**config.mk**
```make
export PLATFORM = sky130hd
export DESIGN_NAME = mbist_fail_logger
export DESIGN_NICKNAME = d
export VERILOG_FILES = /design/src/rtl/mbist_pkg.sv /design/src/rtl/mbist_log_fifo.sv /design/src/rtl/mbist_fail_logger.sv
export SDC_FILE = /design/constraint.sdc
export NUM_CORES = 1
export LEC_CHECK = 0
export ABC_AREA = 1
export CAP_MARGIN = 25
export CORE_UTILIZATION = 50
export DETAILED_ROUTE_END_ITERATION = 12
export HOLD_SLACK_MARGIN = 0.12
export PLACE_DENSITY = 0.7
export SLEW_MARGIN = 15
export SYNTH_ARGS = -nofsm -noshare
export SYNTH_HDL_FRONTEND = slang
export SYNTH_HIERARCHICAL = 1
export SYNTH_SLANG_ARGS = --single-unit
export TNS_END_PERCENT = 5
```
**constraint.sdc**
```tcl
create_clock -name clk -period 6.6 [get_ports clk]
set_input_delay 0.66 -clock clk [delete_from_list [all_inputs] [get_ports clk]]
set_output_delay 0.66 -clock clk [all_outputs]
set_load 0.02 [all_outputs]
```
**src/rtl/mbist_pkg.sv**
```systemverilog
// Shared types for the MBIST failure logger: log entry layout, controller states
// and the syndrome helper.
package mbist_pkg;

    localparam int ELEM_W = 3;
    localparam int LOG_AW = 8;
    localparam int LOG_WL = 4;

    typedef struct packed {
        logic [LOG_AW-1:0] addr;
        logic [LOG_WL-1:0] syndrome;
        logic [ELEM_W-1:0] elem;
    } mbist_fail_entry_t;

    typedef enum logic [1:0] {
        IDLE  = 2'd0,
        ARMED = 2'd1,
        HOLD  = 2'd2
    } mbist_log_state_e;

    function automatic logic [LOG_WL-1:0] calc_syndrome(input logic [LOG_WL-1:0] expected,
                                                        input logic [LOG_WL-1:0] actual);
        return expected ^ actual;
    endfunction

endpackage

```
**src/rtl/mbist_log_fifo.sv**
```systemverilog
// Circular-buffer FIFO of failure entries with a registered head and a
// synchronous flush that overrides push and pop.
module mbist_log_fifo
    import mbist_pkg::*;
#(
    parameter int DEPTH = 8
) (
    input  logic              clk_i,
    input  logic              rst_ni,
    input  logic              flush_i,
    input  logic              push_i,
    input  mbist_fail_entry_t push_data_i,
    input  logic              pop_ready_i,
    output logic              full_o,
    output logic              head_valid_o,
    output mbist_fail_entry_t head_o
);

    localparam int PW = $clog2(DEPTH);
    localparam logic [PW:0] FULL_CNT = (PW + 1)'(DEPTH);

    mbist_fail_entry_t mem_q [DEPTH];
    mbist_fail_entry_t head_q, head_d;
    logic [PW-1:0]     rd_ptr_q, rd_ptr_d, wr_ptr_q, wr_ptr_d;
    logic [PW:0]       count_q, count_d;
    logic              head_valid_q, head_valid_d;
    logic              full_s, pop_s, push_s;

    assign full_s       = (count_q == FULL_CNT);
    assign pop_s        = head_valid_q & pop_ready_i & ~flush_i;
    assign push_s       = push_i & ~flush_i & (~full_s | pop_s);
    assign full_o       = full_s;
    assign head_valid_o = head_valid_q;
    assign head_o       = head_q;

    // Pointer/count update and next head selection, bypassing a push that lands in the head slot
    always_comb begin
        rd_ptr_d     = rd_ptr_q;
        wr_ptr_d     = wr_ptr_q;
        count_d      = count_q;
        head_valid_d = head_valid_q;
        head_d       = head_q;
        if (flush_i) begin
            rd_ptr_d     = '0;
            wr_ptr_d     = '0;
            count_d      = '0;
            head_valid_d = 1'b0;
            head_d       = '0;
        end else begin
            if (pop_s) begin
                rd_ptr_d = rd_ptr_q + PW'(1);
            end else begin
                rd_ptr_d = rd_ptr_q;
            end
            if (push_s) begin
                wr_ptr_d = wr_ptr_q + PW'(1);
            end else begin
                wr_ptr_d = wr_ptr_q;
            end
            case ({push_s, pop_s})
                2'b10:   count_d = count_q + (PW + 1)'(1);
                2'b01:   count_d = count_q - (PW + 1)'(1);
                default: count_d = count_q;
            endcase
            head_valid_d = (count_d != (PW + 1)'(0));
            if (push_s && (wr_ptr_q == rd_ptr_d)) begin
                head_d = push_data_i;
            end else if (head_valid_d) begin
                head_d = mem_q[rd_ptr_d];
            end else begin
                head_d = head_q;
            end
        end
    end

    // Control and head registers
    always_ff @(posedge clk_i or negedge rst_ni) begin
        if (!rst_ni) begin
            rd_ptr_q     <= '0;
            wr_ptr_q     <= '0;
            count_q      <= '0;
            head_valid_q <= 1'b0;
            head_q       <= '0;
        end else begin
            rd_ptr_q     <= rd_ptr_d;
            wr_ptr_q     <= wr_ptr_d;
            count_q      <= count_d;
            head_valid_q <= head_valid_d;
            head_q       <= head_d;
        end
    end

    // Entry storage
    always_ff @(posedge clk_i or negedge rst_ni) begin
        if (!rst_ni) begin
            for (int i = 0; i < DEPTH; i++) begin
                mem_q[i] <= '0;
            end
        end else if (push_s) begin
            mem_q[wr_ptr_q] <= push_data_i;
        end
    end

endmodule

```
**src/rtl/mbist_fail_logger.sv**
```systemverilog
// Captures failing MBIST compares into a drainable log with a saturating count
// and sticky flags. MBIST_FAIL_LOG_DEDUP_EN suppresses repeat pushes of the same address.
module mbist_fail_logger
    import mbist_pkg::*;
#(
    parameter int wcount  = 256,
    parameter int wlength = 4,
    parameter int DEPTH   = 8,
    parameter int CNT_W   = 16,
    localparam int AW     = $clog2(wcount)
) (
    input  logic               clk,
    input  logic               rst,
    input  logic               run_start,
    input  logic               run_done,
    input  logic               cmp_valid,
    input  logic               cmp_fail,
    input  logic [AW-1:0]      cmp_addr,
    input  logic [wlength-1:0] cmp_expected,
    input  logic [wlength-1:0] cmp_actual,
    input  logic [ELEM_W-1:0]  cmp_elem,
    output logic               log_valid,
    input  logic               log_ready,
    output logic [AW-1:0]      log_addr,
    output logic [wlength-1:0] log_syndrome,
    output logic [ELEM_W-1:0]  log_elem,
    output logic [CNT_W-1:0]   fail_count,
    output logic               any_fail,
    output logic               log_overflow,
    output logic               armed
);

    localparam logic [CNT_W-1:0] CNT_MAX = {CNT_W{1'b1}};

    mbist_log_state_e  state_q, state_d;
    logic [CNT_W-1:0]  fail_count_q, fail_count_d;
    logic              any_fail_q, any_fail_d;
    logic              overflow_q, overflow_d;
    logic              armed_s, fail_ev_s, dup_s, push_try_s, room_s, push_s, drop_s;
    logic              fifo_full_s;
    mbist_fail_entry_t entry_s, head_s;

    // Controller state register
    always_ff @(posedge clk or negedge rst) begin
        if (!rst) begin
            state_q <= IDLE;
        end else begin
            state_q <= state_d;
        end
    end

    // Next state: run_start re-arms from anywhere, run_done only ends an armed run
    always_comb begin
        state_d = state_q;
        if (run_start) begin
            state_d = ARMED;
        end else begin
            case (state_q)
                IDLE:    state_d = IDLE;
                ARMED:   state_d = run_done ? HOLD : ARMED;
                HOLD:    state_d = HOLD;
                default: state_d = IDLE;
            endcase
        end
    end

    // State decode
    always_comb begin
        armed_s = 1'b0;
        case (state_q)
            ARMED:   armed_s = 1'b1;
            default: armed_s = 1'b0;
        endcase
    end

    assign fail_ev_s = armed_s & ~run_start & cmp_valid & cmp_fail;

`ifdef MBIST_FAIL_LOG_DEDUP_EN
    logic [AW-1:0] last_addr_q;
    logic          last_valid_q;

    // Address of the most recent pushed entry in this run
    always_ff @(posedge clk or negedge rst) begin
        if (!rst) begin
            last_addr_q  <= '0;
            last_valid_q <= 1'b0;
        end else if (run_start) begin
            last_addr_q  <= '0;
            last_valid_q <= 1'b0;
        end else if (push_s) begin
            last_addr_q  <= cmp_addr;
            last_valid_q <= 1'b1;
        end
    end

    assign dup_s = last_valid_q & (last_addr_q == cmp_addr);
`else
    assign dup_s = 1'b0;
`endif

    assign push_try_s = fail_ev_s & ~dup_s;
    assign room_s     = ~fifo_full_s | (log_valid & log_ready);
    assign push_s     = push_try_s & room_s;
    assign drop_s     = push_try_s & ~room_s;

    assign entry_s.addr     = cmp_addr;
    assign entry_s.syndrome = calc_syndrome(cmp_expected, cmp_actual);
    assign entry_s.elem     = cmp_elem;

    mbist_log_fifo #(
        .DEPTH(DEPTH)
    ) u_fifo (
        .clk_i       (clk),
        .rst_ni      (rst),
        .flush_i     (run_start),
        .push_i      (push_s),
        .push_data_i (entry_s),
        .pop_ready_i (log_ready),
        .full_o      (fifo_full_s),
        .head_valid_o(log_valid),
        .head_o      (head_s)
    );

    // Counter and sticky flag next state; run_start clears before any capture
    always_comb begin
        fail_count_d = fail_count_q;
        any_fail_d   = any_fail_q;
        overflow_d   = overflow_q;
        if (run_start) begin
            fail_count_d = '0;
            any_fail_d   = 1'b0;
            overflow_d   = 1'b0;
        end else if (fail_ev_s) begin
            if (fail_count_q != CNT_MAX) begin
                fail_count_d = fail_count_q + CNT_W'(1);
            end else begin
                fail_count_d = fail_count_q;
            end
            any_fail_d = 1'b1;
            overflow_d = overflow_q | drop_s;
        end else begin
            fail_count_d = fail_count_q;
        end
    end

    // Counter and sticky flag registers
    always_ff @(posedge clk or negedge rst) begin
        if (!rst) begin
            fail_count_q <= '0;
            any_fail_q   <= 1'b0;
            overflow_q   <= 1'b0;
        end else begin
            fail_count_q <= fail_count_d;
            any_fail_q   <= any_fail_d;
            overflow_q   <= overflow_d;
        end
    end

    assign log_addr     = head_s.addr;
    assign log_syndrome = head_s.syndrome;
    assign log_elem     = head_s.elem;
    assign fail_count   = fail_count_q;
    assign any_fail     = any_fail_q;
    assign log_overflow = overflow_q;
    assign armed        = armed_s;

endmodule

```
[Word-level counts from Yosys, hierarchy flattened]
Index checks and enable logic that the tools add are counted.
Cells by class
  add/sub/neg operators: 5
  magnitude comparators: 3
  eq/ne operators: 7
  muxes and demuxes: 29
  bitwise operators: 18
  reduce and logical (&&, ||, !) cells: 8
Operators by type and width (number)
  120-bit bitwise mux: 1
  15-bit 2-to-1 mux: 6
  16-bit 2-to-1 mux: 3
  15-bit binary-select mux with 3-bit select: 1
  15-bit demux with 3-bit select: 1
  16-bit by 1-bit adder with 16-bit output (second input constant): 1
  16-bit != test (second input constant): 1
  3-bit 2-to-1 mux: 5
  1-bit bitwise AND: 9
  4-bit >= comparator (second input constant): 2
  4-bit 2-to-1 mux: 2
  3-bit NOT with 4-bit output: 2
  4-bit one-hot mux with 2 select lines: 1
  3-bit by 1-bit adder with 3-bit output (second input constant): 2
  1-bit 2-to-1 mux: 6
  2-bit nonzero test: 3
  4-bit by 1-bit adder with 4-bit output (second input constant): 1
  2-bit by 1-bit == test with 1-bit output (second input constant): 2
  2-bit == test (second input constant): 2
  4-bit == test (second input constant): 1
  4-bit by 1-bit < comparator with 1-bit output (second input constant): 1
  2-bit 2-to-1 mux: 2
  2-bit one-hot mux with 2 select lines: 1
  4-bit nonzero test: 1
  8 further kinds: 13
Word-level totals
  register bits after elaboration: 166
  bits of input ports: 26
  word-level logic and storage cells: 105

[Longest topological paths before layout]
Gate-level depths: netlist of run 1.
  word-level depth: 15
  mapped depth: 23

[By module]
The synthesis of run 1 kept the hierarchy.
Modules (own cells, without submodules)
  mbist_log_fifo: times used 1, cells an instance 913, area an instance 7116.8 um2
  mbist_fail_logger: times used 1, cells an instance 192, area an instance 1351.3 um2

[Worst setup path after synthesis of run 1]
OpenSTA, ideal clock, no wires.
  kind: reg2reg
  start: register state_q[1]
  end: register u_fifo.head_q (netlist bit u_fifo/head_o[10])
  setup time: 0.117 ns
  arrival: 2.958 ns
  path slack: 3.525 ns
  cell stages (with the launch flop): 21
  cells stage by stage: dfrtp_1 -> inv_1 -> ha_1 -> nand4_1 -> nor2_1 -> inv_1 -> nor2_1 -> nand2_1 -> ha_1 -> nor2_1 -> nor2_1 -> ha_1 -> a21oi_1 -> nor2_1 -> o22ai_1 -> nand2_1 -> a21oi_4 -> nand2_4 -> buf_6 -> nand2_1 -> nand2_1
Between the ends
  longest elaborated chain between the ends: 13
  elaborated cells between the ends (all ways): 17
  those cells by class: eq/ne (3); mux (5); bitwise (6); reduce/logical (3)
RTL lines
  start, declared: RTL line mbist_fail_logger.sv:35  | mbist_log_state_e state_q, state_d;
  start signal, assigned: RTL line mbist_fail_logger.sv:48  | state_q <= state_d;
  2-bit by 1-bit == test with 1-bit output *: RTL line mbist_fail_logger.sv:70  | case (state_q)
  1-bit 2-to-1 mux *: RTL line mbist_fail_logger.sv:70
  net armed: RTL line mbist_fail_logger.sv:30  | output logic armed
  1-bit bitwise AND * (3 in series): RTL line mbist_fail_logger.sv:76  | assign fail_ev_s = armed_s & ~run_start & cmp_valid & cmp_fail;
  1-bit bitwise AND *: RTL line mbist_fail_logger.sv:103  | assign push_s = push_try_s & room_s;
  net push_s: RTL line mbist_fail_logger.sv:39  | logic armed_s, fail_ev_s, dup_s, push_try_s, room_s, push_s, drop_s;
  1-bit bitwise AND * (2 in series): RTL line mbist_log_fifo.sv:31  | assign push_s = push_i & ~flush_i & (~full_s | pop_s);
  2-bit by 1-bit == test with 1-bit output or 2-bit == test (tied branches): RTL line mbist_log_fifo.sv:60  | case ({push_s, pop_s})
  4-bit one-hot mux with 2 select lines: RTL line mbist_log_fifo.sv:60
  4-bit 2-to-1 mux: RTL line mbist_log_fifo.sv:43  | if (flush_i) begin
  4-bit nonzero test: RTL line mbist_log_fifo.sv:65  | head_valid_d = (count_d != (PW + 1)'(0));
  3-bit nonzero test (no source line)
  end signal, assigned: RTL line mbist_log_fifo.sv:83  | head_q <= '0;
  end signal, assigned: RTL line mbist_log_fifo.sv:89  | head_q <= head_d;
  end, declared: RTL line mbist_log_fifo.sv:23  | mbist_fail_entry_t head_q, head_d;
Mark *: on every way through the listed nets, which the timed path passes. The rest lies on a longest branch. The select of a mux whose other input is x is not followed.
A chain may end at the register's enable or synchronous reset.

[Final worst setup path of run 1]
  start: input port run_start
  end: register u_fifo.head_q (netlist bit u_fifo/head_o[0])
Between the ends
  longest elaborated chain between the ends: 12
  elaborated cells between the ends (all ways): 26
  those cells by class: eq/ne (3); mux (10); bitwise (10); reduce/logical (3)
RTL lines
  start, declared: RTL line mbist_fail_logger.sv:14  | input logic run_start,
  1-bit NOT *: RTL line mbist_fail_logger.sv:76
  1-bit bitwise AND * (3 in series): RTL line mbist_fail_logger.sv:76
  1-bit bitwise AND *: RTL line mbist_fail_logger.sv:103
  net push_s: RTL line mbist_fail_logger.sv:39
  1-bit bitwise AND * (2 in series): RTL line mbist_log_fifo.sv:31
  2-bit by 1-bit == test with 1-bit output or 2-bit == test (tied branches): RTL line mbist_log_fifo.sv:60
  4-bit one-hot mux with 2 select lines: RTL line mbist_log_fifo.sv:60
  4-bit 2-to-1 mux: RTL line mbist_log_fifo.sv:43
  4-bit nonzero test: RTL line mbist_log_fifo.sv:65
  3-bit nonzero test (no source line)
Marked as above.

==> results of run 1 <==
## cell usage in the layout (no fill, tap or decap), drive strengths merged
cell / count
o21bai: 3
nor2: 87
nand2: 387
xor2: 5
o21ai: 137
clkdlybuf4s50: 59
nand4: 32
a21oi: 8
nand3: 143
clkinvlp: 3
buf: 18
or2: 3
clkbuf: 20
clkinv: 5
o211ai: 1
nand3b: 1
ha: 8
inv: 62
a21boi: 1
o22ai: 1
dfrtp: 166
xnor2: 2
nor3: 1
## kinds of logic (layout without fill, tap and decap cells)
group | count (synthesis) | after routing | synth area share
compound gates | 151 | 151 | 0.0953
xor+xnor | 7 | 7 | 0.00724
fa+ha+maj | 8 | 8 | 0.0118
buf+inv | 119 | 167 | 0.0624
flops | 166 | 166 | 0.491
simple gates | 654 | 654 | 0.333
## critical path, delay by kind of cell
family                     cells  cell delay (ns)
and+or+nand+nor               11             1.54
buffers and inverters          3             1.22
adders and majority gates      2             0.48
AOI/OAI and AO/OA              3             0.73
## sequential cells by signal, summed over array words and instances (netlist names)
register	count
u_fifo/wr_ptr_q	3
any_fail	1
u_fifo/count_q	4
fail_count	16
log_overflow	1
u_fifo/mem_q	120
u_fifo/rd_ptr_q	3
u_fifo/head_valid_o	1
u_fifo/head_o	15
state_q	2
## layout make-up
| type | count | area (µm²) |
|---|---|---|
| Clock buffer | 20 | 437 |
| Clock inverter | 12 | 93.8 |
| Fill cell | 1571 | 6870 |
| Inverter | 58 | 218 |
| Multi-Input combinational cell | 820 | 3790 |
| Sequential cell | 166 | 4150 |
| Tap cell | 220 | 275 |
| Timing Repair Buffer | 77 | 749 |
## power by group
part	leakage, nW	internal [W]	total [W]	switching (W)
combinational	1.96	0.000166	0.000469	0.000303
sequential	2.28	0.00109	0.00114	0.0000500
clock	0.252	0.000487	0.000916	0.000429
## layer usage
metal  wire (µm)  global-route usage  vias to the layer above  share of wire
met4         567               0.103                        0          0.026
met5           0                   0                        -              0
met3        1400              0.0588                       35          0.064
met1       10100               0.374                     3590           0.46
li1            -                   -                     3686              -
met2        9950               0.417                      232           0.45
## path summary, 6_finish.rpt
path	startpoint	to	cells past startpoint
min in group clk	u_fifo/mem_q[109]	u_fifo/mem_q[109]	2
worst max register to register	u_fifo/count_q[2]	u_fifo/head_o[0]	21
worst min-delay path	rst	fail_count[7]	1
worst min register to register	u_fifo/mem_q[109]	u_fifo/mem_q[109]	2
max in group asynchronous	rst	u_fifo/mem_q[70]	2
worst max-delay path	run_start	u_fifo/head_o[0]	19
## through the flow
step / std cells / cell area (µm²) / setup slack, ns / total power [W] / util
floorplan: 1105 / 8470 / 3.53 / 0.00145 / -
global placement: 1340 / 9160 / 2.01 / 0.00162 / 0.552
detailed placement: 1340 / 9160 / 1.82 / 0.00162 / 0.552
CTS: 1372 / 9690 / 2.27 / 0.00254 / 0.584
global route: 1373 / 9720 / 1.87 / 0.00265 / 0.586
finish: 1373 / 9720 / 2.27 / 0.00253 / 0.586
## cells in the mapped netlist
cell type,n,share of area
xnor2_1,2,0.0021
buf_1,3,0.0013
xor2_1,5,0.0052
nand2_1,378,0.17
or2_2,3,0.0022
clkinv_1,1,0.00044
o21ai_2,4,0.0041
nand3b_1,1,0.00089
inv_1,54,0.024
o21ai_0,131,0.077
nand3_1,142,0.084
nand2_4,2,0.0027
nor2_1,80,0.035
ha_1,8,0.012
nor2_8,1,0.0024
nand3_4,1,0.0021
buf_2,35,0.021
clkbuf_1,17,0.0075
buf_8,1,0.0018
dfrtp_1,166,0.49
buf_6,2,0.0027
nand2_2,7,0.0052
inv_2,3,0.0013
nand4_1,32,0.024
a21oi_1,6,0.0035
a21oi_4,2,0.0038
o22ai_1,1,0.00074
a21boi_0,1,0.00089
nor3_1,1,0.00059
nor2_4,3,0.0040
o211ai_1,1,0.00089
buf_4,3,0.0027
nor2_2,3,0.0022
o21bai_1,3,0.0027
o21ai_1,2,0.0012
==> impl_metrics.yaml, run 1 <==
status:
  status: "complete, no violations"
sta:
  timing.hold.ws_ns: 0.119
  rsz0062_at_grt: "false"
  timing.slew.headroom: 0.456
  setup_viol: 0
  max_freq_mhz: 231
  hold_viol: 0
  fin_setup_tns_ns: 0
  fin_crit_sh: 0.657
  worst_pin_slew_ns: 0.816
  slew_viol_final: 0
  fin_skew_ns: 0.0108
  period_needed_ns: 4.33
global_routing:
  track_usage: 0.270
  grt_pass1_vias: 7085
  grt_pass1_wl_mm: 36.9
  grt-ovfl-total: 0
  antenna_found_initial: 0
  grt_max_degree: 103
synth:
  ys_types: 35
  syn_area_um2: 8470
  syn_nets: 1139
  ys.warnings.count: 6
  yosysSeqAreaShare: 0.491
  synth_seq_cells: 166
  synthCells: 1105
  avgSynthCellArea_um2: 7.66
clocking:
  postCtsSetupBuffers: 0
  clock_latency_ns: 0.43
  cts_buffer_depth: 2
  htreeDepth: 4
  cts_root_buf: "clkbuf_16"
  numClockSinks: 166
  ctsHoldBuffers: 0
  tritoncts: "built"
  cts.clk_slew.worst_paths_ns: 0.06
  cts_resized: 0
  cts_buffers: 17
critical_path:
  rrSetupSlack_ns: 2.99
  crit_required_ns: 6.91
  crit_path_max_incr_delay_ns: 0.76
  cp.arrival_ns: 4.65
  cpMostUsedCell: "nor2_1"
  cp-end-kind: "flop"
  startpoint_type: "input pin"
  cp_slowest_cell: "clkdlybuf4s50_1"
  worstSetupPathType: "input pin to flop"
  crit_chain: "clkdlybuf4s50_1, inv_2, nand4_1, nor2_1, inv_1, nor2_1, nand2_1, ha_1, nor2_1, nor2_1, ha_1, a21oi_1, nor2_1, o22ai_1, nand2_1, a21oi_4, nand2_4, nand2_1, nand2_1"
  path_max_fanout: 17
detailed_routing:
  drt-vias-per-instance: 5.49
  ant_nets: 0
  first_pass_iters: 5
  wl_per_cell_um: 16.0
  routed_wl_mm: 22.0
  drtIter0Drc: 774
  drc: 0
  dr_total_vias: 7543
cells_and_area:
  num-nets-final: 1174
  syn_to_final_growth_pct: 14.7
  antennaDiodeCount: 0
  drive_gt1_frac: 0.0668
pwr:
  ir_worst_vdd_mv: 0.187
  p_leak_nw: 4.49
  cellPowerDensity_nw_per_um2: 260
floorplanning:
  initial_core_util: 0.511
  dieArea_um2: 17500
  die_y_um: 132
  pin_count: 61
  core_area_um2: 16600
  die_x_um: 132
  rows: 47
placed_design:
  finalWeightedCongestion: 0.825
  hpwlAfterDp_mm: 13.2
  io_buffers: 60
run:
  drv_cap: 0
hold_path:
  hold_class: "input pin to async pin"
(Power assumes the default switching activity.)
==> run 2, diff against run 1 <==
- clock period: 6.6 -> 4 ns (I/O delays scaled with it)
==> run 2 against run 1 <==
Effect of this change: power grew 72%; critical path type is now flop to flop; first-iteration DRC count decreased by 17%; final area rose by 1.5%; critical endpoint is now u_fifo/head_o[1]; critical path depth up 2; sequential share of layout area decreased by 0.63 points; clock power is 82% higher; via count up 0.21%; sequential cell count did not move; routed wire length decreased by 0.23%; non-clock buffer count increased by 11.
==> impl_metrics.yaml, run 2 (synthesis gave the netlist of run 1 again) <==
critical_path:
  cp-end-kind: "flop"
  worstSetupPathType: "flop to flop"
  path_max_fanout: 15
  crit_required_ns: 4.32
  cp.arrival_ns: 3.75
  startpoint_type: "flop"
sta:
  slew_viol_final: 0
  timing.slew.headroom: 0.475
  period_needed_ns: 3.43
  timing.hold.ws_ns: 0.482
  hold_viol: 0
  fin_crit_sh: 0.858
  setup_viol: 0
  fin_skew_ns: 0.00686
  worst_pin_slew_ns: 0.787
  max_freq_mhz: 291
  rsz0062_at_grt: "false"
  fin_setup_tns_ns: 0
cells_and_area:
  drive_gt1_frac: 0.0756
  largest-register: "u_fifo/mem_q"
  mostFrequentLayoutCells: "377 x nand2_1, 166 x dfrtp_1, 142 x nand3_1"
  largest_reg_flops: 120
  mostFrequentLayoutCell: "nand2_1"
  fin_cells: 1384
  fin_util: 0.595
  syn_to_final_growth_pct: 16.5
  antennaDiodeCount: 0
  num-nets-final: 1185
detailed_routing:
  drt-vias-per-instance: 5.46
  dr_total_vias: 7559
  drtIter0Drc: 641
  routed_wl_mm: 21.9
  drc: 0
  first_pass_iters: 6
  wl_per_cell_um: 15.9
  ant_nets: 0
global_routing:
  grt_pass1_wl_mm: 36.9
  grt_pass1_vias: 7235
  grt-ovfl-total: 0
  track_usage: 0.268
  antenna_found_initial: 0
  grt_max_degree: 86
pwr:
  p_leak_nw: 4.57
  ir_worst_vdd_mv: 0.341
  cellPowerDensity_nw_per_um2: 440
clocking:
  cts_buffer_depth: 2
  ctsHoldBuffers: 1
  cts_buffers: 17
  cts_root_buf: "clkbuf_16"
  cts_resized: 0
  postCtsSetupBuffers: 0
  cts.clk_slew.worst_paths_ns: 0.06
  numClockSinks: 166
  tritoncts: "built"
  clock_latency_ns: 0.43
  htreeDepth: 4
floorplanning:
  die_x_um: 132
  pin_count: 61
  core_area_um2: 16600
  initial_core_util: 0.511
  dieArea_um2: 17500
  die_y_um: 132
  rows: 47
placed_design:
  placed_cells: 1351
  hpwlAfterDp_mm: 14.0
  finalWeightedCongestion: 0.885
  io_buffers: 60
status:
  status: "complete, no violations"
run:
  drv_cap: 0
hold_path:
  hold_class: "flop to flop"
==> run 2: cell type report <==
type | instances | area [µm²]
Clock inverter | 12 | 153
Sequential cell | 166 | 4150
Clock buffer | 20 | 447
Tap cell | 220 | 275
Inverter | 58 | 218
Multi-Input combinational cell | 820 | 3790
Timing Repair Buffer | 88 | 827
Fill cell | 1542 | 6720
==> run 2: per-layer routing <==
layer,track usage,vias to the layer above,part of all wire
li1,-,3700,-
met1,0.361,3531,0.44
met2,0.424,278,0.46
met3,0.0538,50,0.071
met4,0.110,0,0.026
met5,0,-,0
==> run 2: worst paths after layout <==
check | startpoint | endpoint | slack, ns | cells after the start
worst max-delay path | u_fifo/count_q[2] | u_fifo/head_o[1] | 0.57 | 21
worst min-delay path | u_fifo/mem_q[9] | u_fifo/mem_q[9] | 0.48 | 2
worst max register to register | u_fifo/count_q[2] | u_fifo/head_o[1] | 0.57 | 21
worst min register to register | u_fifo/mem_q[9] | u_fifo/mem_q[9] | 0.48 | 2
max in group asynchronous | rst | u_fifo/mem_q[84] | 2.46 | 3
min in group asynchronous | rst | fail_count[7] | 0.58 | 2
==> run 2: power breakdown <==
group,internal (W),switching [W]
Clock,0.000997,0.000674
Sequential,0.00180,0.0000811
Combinational,0.000287,0.000501
Total,0.00308,0.00126
==> run 2: worst max-delay path, stage by stage, from the launching register on <==
cell      delay, ns
dfrtp_1        0.42
nor2_1         0.16
inv_1          0.07
nor3_1         0.11
a21boi_0       0.30
nor2_1         0.12
inv_1          0.06
nor2_1         0.03
nand2_1        0.20
ha_1           0.32
nand2_1        0.07
inv_1          0.06
nor2_1         0.05
ha_1           0.18
a21oi_1        0.17
nor2_1         0.07
o22ai_1        0.18
nand2_1        0.12
a21oi_4        0.27
nand2_4        0.17
nand2_1        0.13
nand2_1        0.05
==> run 2: through the flow <==
step	instance area [µm²]	worst slack (ns)	total power (W)
4_1_cts	9860	0.605	0.00437
5_1_grt	9860	0.145	0.00454
3_3_place_gp	9250	0.642	0.00268
3_5_place_dp	9250	0.484	0.00269
6_report	9860	0.569	0.00434
2_1_floorplan	8470	0.925	0.00239
